--- config.mk ---
export PLATFORM = sky130hd
export DESIGN_NAME = multicycle_control_fsm
export DESIGN_NICKNAME = d
export VERILOG_FILES = /design/src/rtl/mips_ctrl_pkg.sv /design/src/rtl/mips_alu_decoder.sv /design/src/rtl/multicycle_control_fsm.sv
export SDC_FILE = /design/constraint.sdc
export NUM_CORES = 1
export LEC_CHECK = 0
export BUFFER_PORTS_ARGS = -buffer_cell sky130_fd_sc_hd__buf_2
export CORE_UTILIZATION = 55
export CTS_CLUSTER_SIZE = 24
export DETAILED_ROUTE_END_ITERATION = 8
export PLACE_DENSITY = 0.8
export SLEW_MARGIN = 20
export SYNTH_ARGS = -nofsm -noshare
export SYNTH_HDL_FRONTEND = slang
export SYNTH_SLANG_ARGS = --single-unit
export TNS_END_PERCENT = 5
--- constraint.sdc ---
create_clock -name clk -period 3.55 [get_ports clk]
set_input_delay 0.1775 -clock clk [delete_from_list [all_inputs] [get_ports clk]]
set_output_delay 0.1775 -clock clk [all_outputs]
set_load 0.01 [all_outputs]
--- src/rtl/mips_ctrl_pkg.sv ---
// Shared MIPS control definitions: instruction fields, ALU op encodings, control states, trap causes.
// Used by the control FSM, the ALU and the data path.
package mips_ctrl_pkg;

  localparam logic [5:0] OP_RTYPE = 6'h00;
  localparam logic [5:0] OP_J     = 6'h02;
  localparam logic [5:0] OP_BEQ   = 6'h04;
  localparam logic [5:0] OP_ADDI  = 6'h08;
  localparam logic [5:0] OP_LW    = 6'h23;
  localparam logic [5:0] OP_SW    = 6'h2B;

  localparam logic [5:0] FN_SLL = 6'h00;
  localparam logic [5:0] FN_SRL = 6'h02;
  localparam logic [5:0] FN_ADD = 6'h20;
  localparam logic [5:0] FN_SUB = 6'h22;
  localparam logic [5:0] FN_AND = 6'h24;
  localparam logic [5:0] FN_OR  = 6'h25;
  localparam logic [5:0] FN_SLT = 6'h2A;

  localparam logic [2:0] ALU_AND   = 3'b000;
  localparam logic [2:0] ALU_OR    = 3'b001;
  localparam logic [2:0] ALU_ADD   = 3'b010;
  localparam logic [2:0] ALU_SHIFT = 3'b011;
  localparam logic [2:0] ALU_SUB   = 3'b110;
  localparam logic [2:0] ALU_SLT   = 3'b111;

  localparam logic CAUSE_ILLEGAL     = 1'b0;
  localparam logic CAUSE_MEM_TIMEOUT = 1'b1;

  typedef enum logic [2:0] {
    FETCH  = 3'd0,
    DECODE = 3'd1,
    EXEC   = 3'd2,
    MEM    = 3'd3,
    WB     = 3'd4,
    TRAP   = 3'd5
  } ctrl_state_t;

endpackage

--- src/rtl/mips_alu_decoder.sv ---
// Combinational instruction decoder: op/funct to ALU controls plus a legality flag.
// Anything not in the supported instruction set reports legal = 0.
module mips_alu_decoder
  import mips_ctrl_pkg::*;
(
  input  logic [5:0] op,
  input  logic [5:0] fn,
  output logic [2:0] opcode,
  output logic       direction,
  output logic       alu_src,
  output logic       legal
);

  always_comb begin
    opcode    = ALU_ADD;
    direction = 1'b0;
    alu_src   = 1'b0;
    legal     = 1'b1;
    case (op)
      OP_RTYPE: begin
        case (fn)
          FN_ADD: opcode = ALU_ADD;
          FN_SUB: opcode = ALU_SUB;
          FN_AND: opcode = ALU_AND;
          FN_OR:  opcode = ALU_OR;
          FN_SLT: opcode = ALU_SLT;
          FN_SLL: opcode = ALU_SHIFT;
          FN_SRL: begin
            opcode    = ALU_SHIFT;
            direction = 1'b1;
          end
          default: legal = 1'b0;
        endcase
      end
      OP_LW, OP_SW, OP_ADDI: alu_src = 1'b1;
      OP_BEQ: opcode = ALU_SUB;
      OP_J: begin
        opcode = ALU_ADD;
      end
      default: legal = 1'b0;
    endcase
  end

endmodule

--- src/rtl/multicycle_control_fsm.sv ---
// Multicycle MIPS control unit: sequences FETCH/DECODE/EXEC/MEM/WB, waits on data memory with a
// timeout, traps on illegal instructions and counts retired instructions.
module multicycle_control_fsm
  import mips_ctrl_pkg::*;
#(
  parameter int MEM_WAIT_MAX = 16,
  parameter int CNT_W        = 32
) (
  input  logic             clk,
  input  logic             rst_n,
  input  logic [5:0]       instruction_op,
  input  logic [5:0]       instruction_fn,
  input  logic             mem_ready,
  output logic             RegDst,
  output logic             Reg_write,
  output logic             Alu_Src,
  output logic             direction,
  output logic [2:0]       opcode,
  output logic             mem_read,
  output logic             mem_write,
  output logic             MEMTOREG,
  output logic             branch,
  output logic             jump,
  output logic             pc_en,
  output logic             ir_en,
  output logic             trap,
  output logic             trap_cause,
  output logic [CNT_W-1:0] instr_retired
);

  localparam int WAIT_W = (MEM_WAIT_MAX > 1) ? $clog2(MEM_WAIT_MAX) : 1;
  localparam logic [WAIT_W-1:0] WAIT_LAST = WAIT_W'(MEM_WAIT_MAX - 1);

  ctrl_state_t       state_q, state_d;
  logic [5:0]        op_q, op_d, fn_q, fn_d;
  logic [WAIT_W-1:0] wait_cnt_q, wait_cnt_d;
  logic              trap_q, trap_d, cause_q, cause_d;
  logic [CNT_W-1:0]  retired_q, retired_d;

  logic [5:0] dec_op, dec_fn;
  logic [2:0] dec_opcode;
  logic       dec_direction, dec_alu_src, dec_legal;
  logic       alu_active;

  // DECODE must judge the live instruction; every later state uses the captured copy.
  assign dec_op = (state_q == DECODE) ? instruction_op : op_q;
  assign dec_fn = (state_q == DECODE) ? instruction_fn : fn_q;

  mips_alu_decoder u_alu_decoder (
    .op        (dec_op),
    .fn        (dec_fn),
    .opcode    (dec_opcode),
    .direction (dec_direction),
    .alu_src   (dec_alu_src),
    .legal     (dec_legal)
  );

  always_comb begin
    state_d    = state_q;
    op_d       = op_q;
    fn_d       = fn_q;
    wait_cnt_d = wait_cnt_q;
    trap_d     = trap_q;
    cause_d    = cause_q;
    alu_active = 1'b0;
    RegDst     = 1'b0;
    Reg_write  = 1'b0;
    Alu_Src    = 1'b0;
    direction  = 1'b0;
    opcode     = 3'b000;
    mem_read   = 1'b0;
    mem_write  = 1'b0;
    MEMTOREG   = 1'b0;
    branch     = 1'b0;
    jump       = 1'b0;
    pc_en      = 1'b0;
    ir_en      = 1'b0;

    case (state_q)
      FETCH: begin
        ir_en   = 1'b1;
        state_d = DECODE;
      end
      DECODE: begin
        op_d = instruction_op;
        fn_d = instruction_fn;
        if (!dec_legal) begin
          state_d = TRAP;
          trap_d  = 1'b1;
          cause_d = CAUSE_ILLEGAL;
        end else if (instruction_op == OP_J) begin
          jump    = 1'b1;
          pc_en   = 1'b1;
          state_d = FETCH;
        end else begin
          state_d = EXEC;
        end
      end
      EXEC: begin
        alu_active = 1'b1;
        if (op_q == OP_BEQ) begin
          branch  = 1'b1;
          pc_en   = 1'b1;
          state_d = FETCH;
        end else if (op_q == OP_LW || op_q == OP_SW) begin
          wait_cnt_d = '0;
          state_d    = MEM;
        end else begin
          state_d = WB;
        end
      end
      MEM: begin
        alu_active = 1'b1;
        mem_read   = (op_q == OP_LW);
        mem_write  = (op_q == OP_SW);
        if (mem_ready) begin
          if (op_q == OP_SW) begin
            pc_en   = 1'b1;
            state_d = FETCH;
          end else begin
            state_d = WB;
          end
        end else if (wait_cnt_q == WAIT_LAST) begin
          state_d = TRAP;
          trap_d  = 1'b1;
          cause_d = CAUSE_MEM_TIMEOUT;
        end else begin
          wait_cnt_d = wait_cnt_q + WAIT_W'(1);
        end
      end
      WB: begin
        alu_active = 1'b1;
        Reg_write  = 1'b1;
        pc_en      = 1'b1;
        RegDst     = (op_q == OP_RTYPE);
        MEMTOREG   = (op_q == OP_LW);
        state_d    = FETCH;
      end
      TRAP: state_d = TRAP;
      default: state_d = FETCH;
    endcase

    if (alu_active) begin
      opcode    = dec_opcode;
      direction = dec_direction;
      Alu_Src   = dec_alu_src;
    end

    // Hold every strobe low while reset is asserted so nothing leaks out before the edge lands.
    if (!rst_n) begin
      RegDst    = 1'b0;
      Reg_write = 1'b0;
      Alu_Src   = 1'b0;
      direction = 1'b0;
      opcode    = 3'b000;
      mem_read  = 1'b0;
      mem_write = 1'b0;
      MEMTOREG  = 1'b0;
      branch    = 1'b0;
      jump      = 1'b0;
      pc_en     = 1'b0;
      ir_en     = 1'b0;
    end

    retired_d = pc_en ? retired_q + CNT_W'(1) : retired_q;
  end

  always_ff @(posedge clk) begin
    if (!rst_n) begin
      state_q    <= FETCH;
      op_q       <= '0;
      fn_q       <= '0;
      wait_cnt_q <= '0;
      trap_q     <= 1'b0;
      cause_q    <= 1'b0;
      retired_q  <= '0;
    end else begin
      state_q    <= state_d;
      op_q       <= op_d;
      fn_q       <= fn_d;
      wait_cnt_q <= wait_cnt_d;
      trap_q     <= trap_d;
      cause_q    <= cause_d;
      retired_q  <= retired_d;
    end
  end

  assign trap          = trap_q;
  assign trap_cause    = cause_q;
  assign instr_retired = retired_q;

endmodule

; Word level (Yosys, flattened, before mapping)
; Cells that the tools add are included.
[classes]
add_sub_neg = 2
eq_ne = 28
muxes = 58
n_reduce_logical = 14
[op_table]
columns = op, count
row1 = 6-bit == test (second input constant), 9
row2 = 1-bit 2-to-1 mux, 35
row3 = 32-bit by 1-bit adder with 32-bit output (second input constant), 1
row4 = 3-bit case mux with 5 select lines, 2
row5 = 3-bit 2-to-1 mux, 8
row6 = 6-bit by 2-bit == test with 1-bit output (second input constant), 3
row7 = 6-bit logical NOT, 3
row8 = 4-bit 2-to-1 mux, 4
row9 = 6-bit by 3-bit == test with 1-bit output (second input constant), 2
row10 = 6-bit 2-to-1 mux, 2
row11 = 2-bit != test (second input constant), 6
row12 = 4-bit case mux with 2 select lines, 1
row13 = 7-bit OR reduction, 1
row14 = 3-bit by 2-bit == test with 1-bit output (second input constant), 2
row15 = 3-bit == test (second input constant), 2
row16 = 6-bit by 4-bit == test with 1-bit output (second input constant), 1
row17 = 1-bit case mux with 2 select lines, 3
row18 = 3-bit case mux with 2 select lines, 1
row19 = 3-bit OR reduction, 2
row20 = 5-bit AND reduction, 1
row21 = 5-bit OR reduction, 1
row22 = 4-bit by 1-bit adder with 4-bit output (second input constant), 1
row23 = 4-bit == test (second input constant), 1
row24 = 1-bit case mux with 4 select lines, 1
row25 = 8 further kinds, 9
[word_totals]
regBits = 53
output_inout_bits = 48
word_cells = 109

; Depth between registers and ports, before layout
[depth]
word_depth = 9
mapped_depth = 9
mapped_depth_nobuf = 6

; By module
; Synthesis repeated with hierarchy kept, for this count alone.
[unflattened]
hier_cells = 359
area_unflattened_um2 = 2975.4
[by_module_without_submodules]
columns = mod, n_inst, cells_per_inst, area_each_um2, seq_area_each_um2
row1 = multicycle_control_fsm, 1, 332, 2801.4, 1061.0
row2 = mips_alu_decoder, 1, 27, 173.9, 0.0

; Worst setup path after synthesis
; OpenSTA, ideal clock, no wires.
[synth_path]
path_type = reg2out
from = reg state_q[2]
to = out opcode[0]
arrival_ps = 2056
t_required_ps = 3372
setup_slack_ps = 1317
stages_incl_launch_ff = 7
n_path_buf = 2
path_cell_list = dfxtp_1 > clkbuf_1 > or3b_2 > buf_4 > o21ai_0 > a221oi_1 > a2111oi_0
[synth_between]
elab_chain_cells = 8
word_cells_on_any_way = 21
classes_between = 10 x eq/ne / 7 x mux / 4 x reduce/logical
[synth_rtl]
columns = item, line_no
row1 = "start, declared", multicycle_control_fsm.sv:34  ; ctrl_state_t state_q, state_d;
row2 = "start signal, assigned", multicycle_control_fsm.sv:178  ; state_q <= state_d;
row3 = 3-bit by 1-bit == test with 1-bit output, "multicycle_control_fsm.sv:46, multicycle_control_fsm.sv:47"
row4 = 6-bit 2-to-1 mux, --
row5 = 6-bit by 2-bit == test with 1-bit output / 6-bit logical NOT (equally long branches), mips_alu_decoder.sv:21  ; case (fn)
row6 = 2-bit OR reduction (no line), --
row7 = 3-bit case mux with 5 select lines, mips_alu_decoder.sv:21
row8 = 3-bit case mux with 2 select lines, mips_alu_decoder.sv:19  ; case (op)
row9 = 3-bit 2-to-1 mux *, multicycle_control_fsm.sv:143  ; if (alu_active) begin
row10 = 3-bit 2-to-1 mux *, multicycle_control_fsm.sv:150  ; if (!rst_n) begin
row11 = "end, declared", multicycle_control_fsm.sv:18  ; output logic [2:0] opcode,
; Every way passes the cells marked *; elsewhere a longest branch is shown, timed or not.

; Final worst setup path
[layout_path]
from = reg state_q[0]
to = out opcode[0]
; The elaborated chain is that of the path after synthesis.

==> metrics.md <==
| Metric | Value |
|---|---|
| Status | `completed` |
| Slowest Stage Delay on Critical Path | `0.69 ns` |
| Worst vdd ir | `0.000427 V` |
| Worst EP arrival | `2.60 ns` |
| Hold WC Path Type | `in -> reg` |
| Syn Nets | `406` |
| Area Growth Syn to Fin | `13.1%` |
| Post-synth top area share | `0.355` |
| Clk pwr share | `0.208` |
| Max frequency | `360 MHz` |
| Post-CTS setup buffer count | `0` |
| Initial core utilization | `0.578` |
| Syn Inst Count | `389` |
| Psw | `0.643 mW` |
| CTS Hold Bufs | `0` |
| Setup Skew | `0.00744 ns` |
| Die area | `5730 sq um` |
| Post-synth ARST share | `0` |
| # setup viols final | `0` |
| TritonCTS Sinks | `53` |
| First-pass GRT wire length | `11.3 mm` |
| Synth area leader | `dfxtp_1` |
| Drt drc | `0` |
| Placed insts | `500` |
| Initial antenna violation count | `0` |
| Sequential fraction of the synthesis area | `0.355` |
| Seq cells post-synth | `53` |
| Dominant synthesized flop cell | `dfxtp_1` |
| Initial DRC Count | `328` |
| Worst slack at placement | `1.12 ns` |
| Nets@finish | `454` |
| TritonCTS Buffers | `5` |
| Die span in x | `75.7 um` |
| Layout cell share with drive strength beyond 1 | `0.183` |
| Worst Setup Path Type | `reg -> out` |
| TritonRoute pass-1 iters | `4` |
| Post-route ant nets | `0` |
| Boundary pin count | `63` |
| Die H | `75.7 um` |
| Comb pwr share | `0.338` |
| Diode count | `0` |
| CTS tree | `yes` |
| Finished Core Util | `0.654` |
| CP Max Fanout | `20` |
| CP required | `3.37 ns` |
| HPWL Detailed | `4.95 mm` |
| Max-capacitance violation count | `0` |
| Seq pwr share | `0.453` |
| Max Slew Vio Count | `0` |
| Warnings from Yosys | `0` |
| Routed WL per cell | `14.1 um` |
| Final Cycle Share | `0.783` |
| RSZ-0062 raised after global routing | `false` |
| Avg Synthesized Cell Area | `7.68 sq um` |
| Max_slew headroom | `0.467` |
| Synthesized area | `2990 sq um` |
| H-tree levels | `2` |
| Final setup margin | `0.769 ns` |
| Total Wirelength | `7.14 mm` |
| Crit-path slowest cell | `or3b_2` |
| Total grt overflow | `0` |
| Total power | `1.65 mW` |
| Ranking of synthesized cells by area | `dfxtp_1, a21oi_1, nand2_1, o21ai_0, or3_1` |
| Vias in the first global route | `2,521` |
| Worst-Skew Late Latency | `0.30 ns` |
| Worst Setup End Kind | `output pin` |
| Vias post-DR | `3,139` |
| PwrDens | `489 nW/um^2` |
| Worst-margin pin slew | `0.799 ns` |
| Cell with the most instances after synthesis | `dfxtp_1` |
| Global-route usage over all layers | `0.252` |
| Clock root buffer | `clkbuf_8` |
| Library cells used by synthesis | `53` |
| Min cycle time layout | `2.78 ns` |
| Post-CTS sizing | `0` |
| Clk buf depth | `2` |
| EDFF count, synth | `0` |
| Clock transition at path regs | `0.09 ns` |
| CORE AREA | `5170 sq um` |
| P_leak | `1.30 nW` |
| Vias/cell | `6.19` |
| Largest net degree at the start of global routing | `64` |
| Final count of hold timing violations | `0` |
| Setup tns final | `0 ns` |
| Most common library cells after synthesis | `dfxtp_1, a21oi_1, nand2_1` |
| PortBufs | `62` |
| Int Pwr | `1.01 mW` |
| RePlAce Congestion | `0.879` |
| Critical Path Start Type | `flip-flop` |
| Row Count | `26` |
| Sw frac | `0.389` |
| Crit-path cells | `or3b_2, o21ai_0, a221oi_1, a2111oi_0, buf_2` |
| Non-Filler Instances | `507` |
==> final timing paths <==
path / slack [ns] / start / to / depth (start not counted)
max: 0.77 / state_q[0] / opcode[0] / 5
min: 0.13 / instruction_fn[4] / fn_q[4] / 3
max reg2reg: 1.08 / state_q[0] / instr_retired[31] / 6
min reg2reg: 0.45 / fn_q[4] / fn_q[4] / 2
==> power groups by stage <==
stage	combinational, mW	sequential (mW)	clock (mW)
6_report	0.560	0.750	0.345
3_3_place_gp	0.542	0.755	0
3_5_place_dp	0.550	0.760	0
2_1_floorplan	0.485	0.718	0
4_1_cts	0.553	0.746	0.354
5_1_grt	0.620	0.758	0.379
==> final cells by class <==
class / instances / area (sq um)
clock buffer: 7 / 86.3
fill: 467 / 1790
inverter: 6 / 22.5
multi-input combinational: 306 / 1790
sequential: 53 / 1060
tap: 70 / 87.6
timing repair buffer: 65 / 333
==> sequential cells by signal, summed over array words and instances (netlist names) <==
register and cells:
instr_retired 32, fn_q 6, op_q 6, wait_cnt_q 4
state_q 3, trap 1, trap_cause 1
==> layout by cell type (no fill, tap or decap), types with 3 or more instances in the layout <==
master,Yosys,final
nor2b_1,4,4
nand4b_1,3,3
a21oi_1,48,48
nand4_1,15,15
o31ai_1,14,14
o21ai_0,27,27
nor4_1,3,3
nand2b_1,4,4
or3_1,18,18
nand3_1,20,20
buf_4,2,3
nor2_1,24,24
buf_2,7,62
dfxtp_1,53,53
and3_1,15,15
nor3_1,11,11
nand2_1,44,44
a31oi_1,3,3
or4_1,14,14
xor2_1,5,5
clkbuf_8,0,6
inv_1,6,6
==> metal layers <==
| layer | global-route usage | wire, um |
|---|---|---|
| met5 | 0 | 0 |
| met4 | 0.0823 | 85 |
| met3 | 0.0423 | 336 |
| met2 | 0.414 | 3420 |
| met1 | 0.339 | 3300 |
==> critical path: cells and delay by family (launching register included) <==
kind / cells / cell delay, ns
AOI/OAI and AO/OA: 3 / 0.79
DFF: 1 / 0.62
buffers and inverters: 1 / 0.20
and+or+nand+nor: 1 / 0.69
==> metrics by stage <==
| stage | hold WS [ns] | cell area (sq um) |
|---|---|---|
| after detailed placement | 0.445 | 3300 |
| final | 0.127 | 3380 |
| after CTS | 0.122 | 3380 |
| after global placement | 0.437 | 3300 |
| after global routing | 0.118 | 3380 |
| after floorplan | 0.313 | 2990 |
==> cell families after synthesis <==
| family | Yosys count | synth area share |
|---|---|---|
| muxes | 2 | 0.00670 |
| xor gates and xnor gates | 5 | 0.0146 |
| adders and majority gates | 2 | 0.00837 |
| and+or+nand+nor | 189 | 0.354 |
| buffers and inverters | 30 | 0.0456 |
| DFF | 53 | 0.355 |
| AOI/OAI and AO/OA | 108 | 0.216 |
Power figures use the tool's default switching activity.
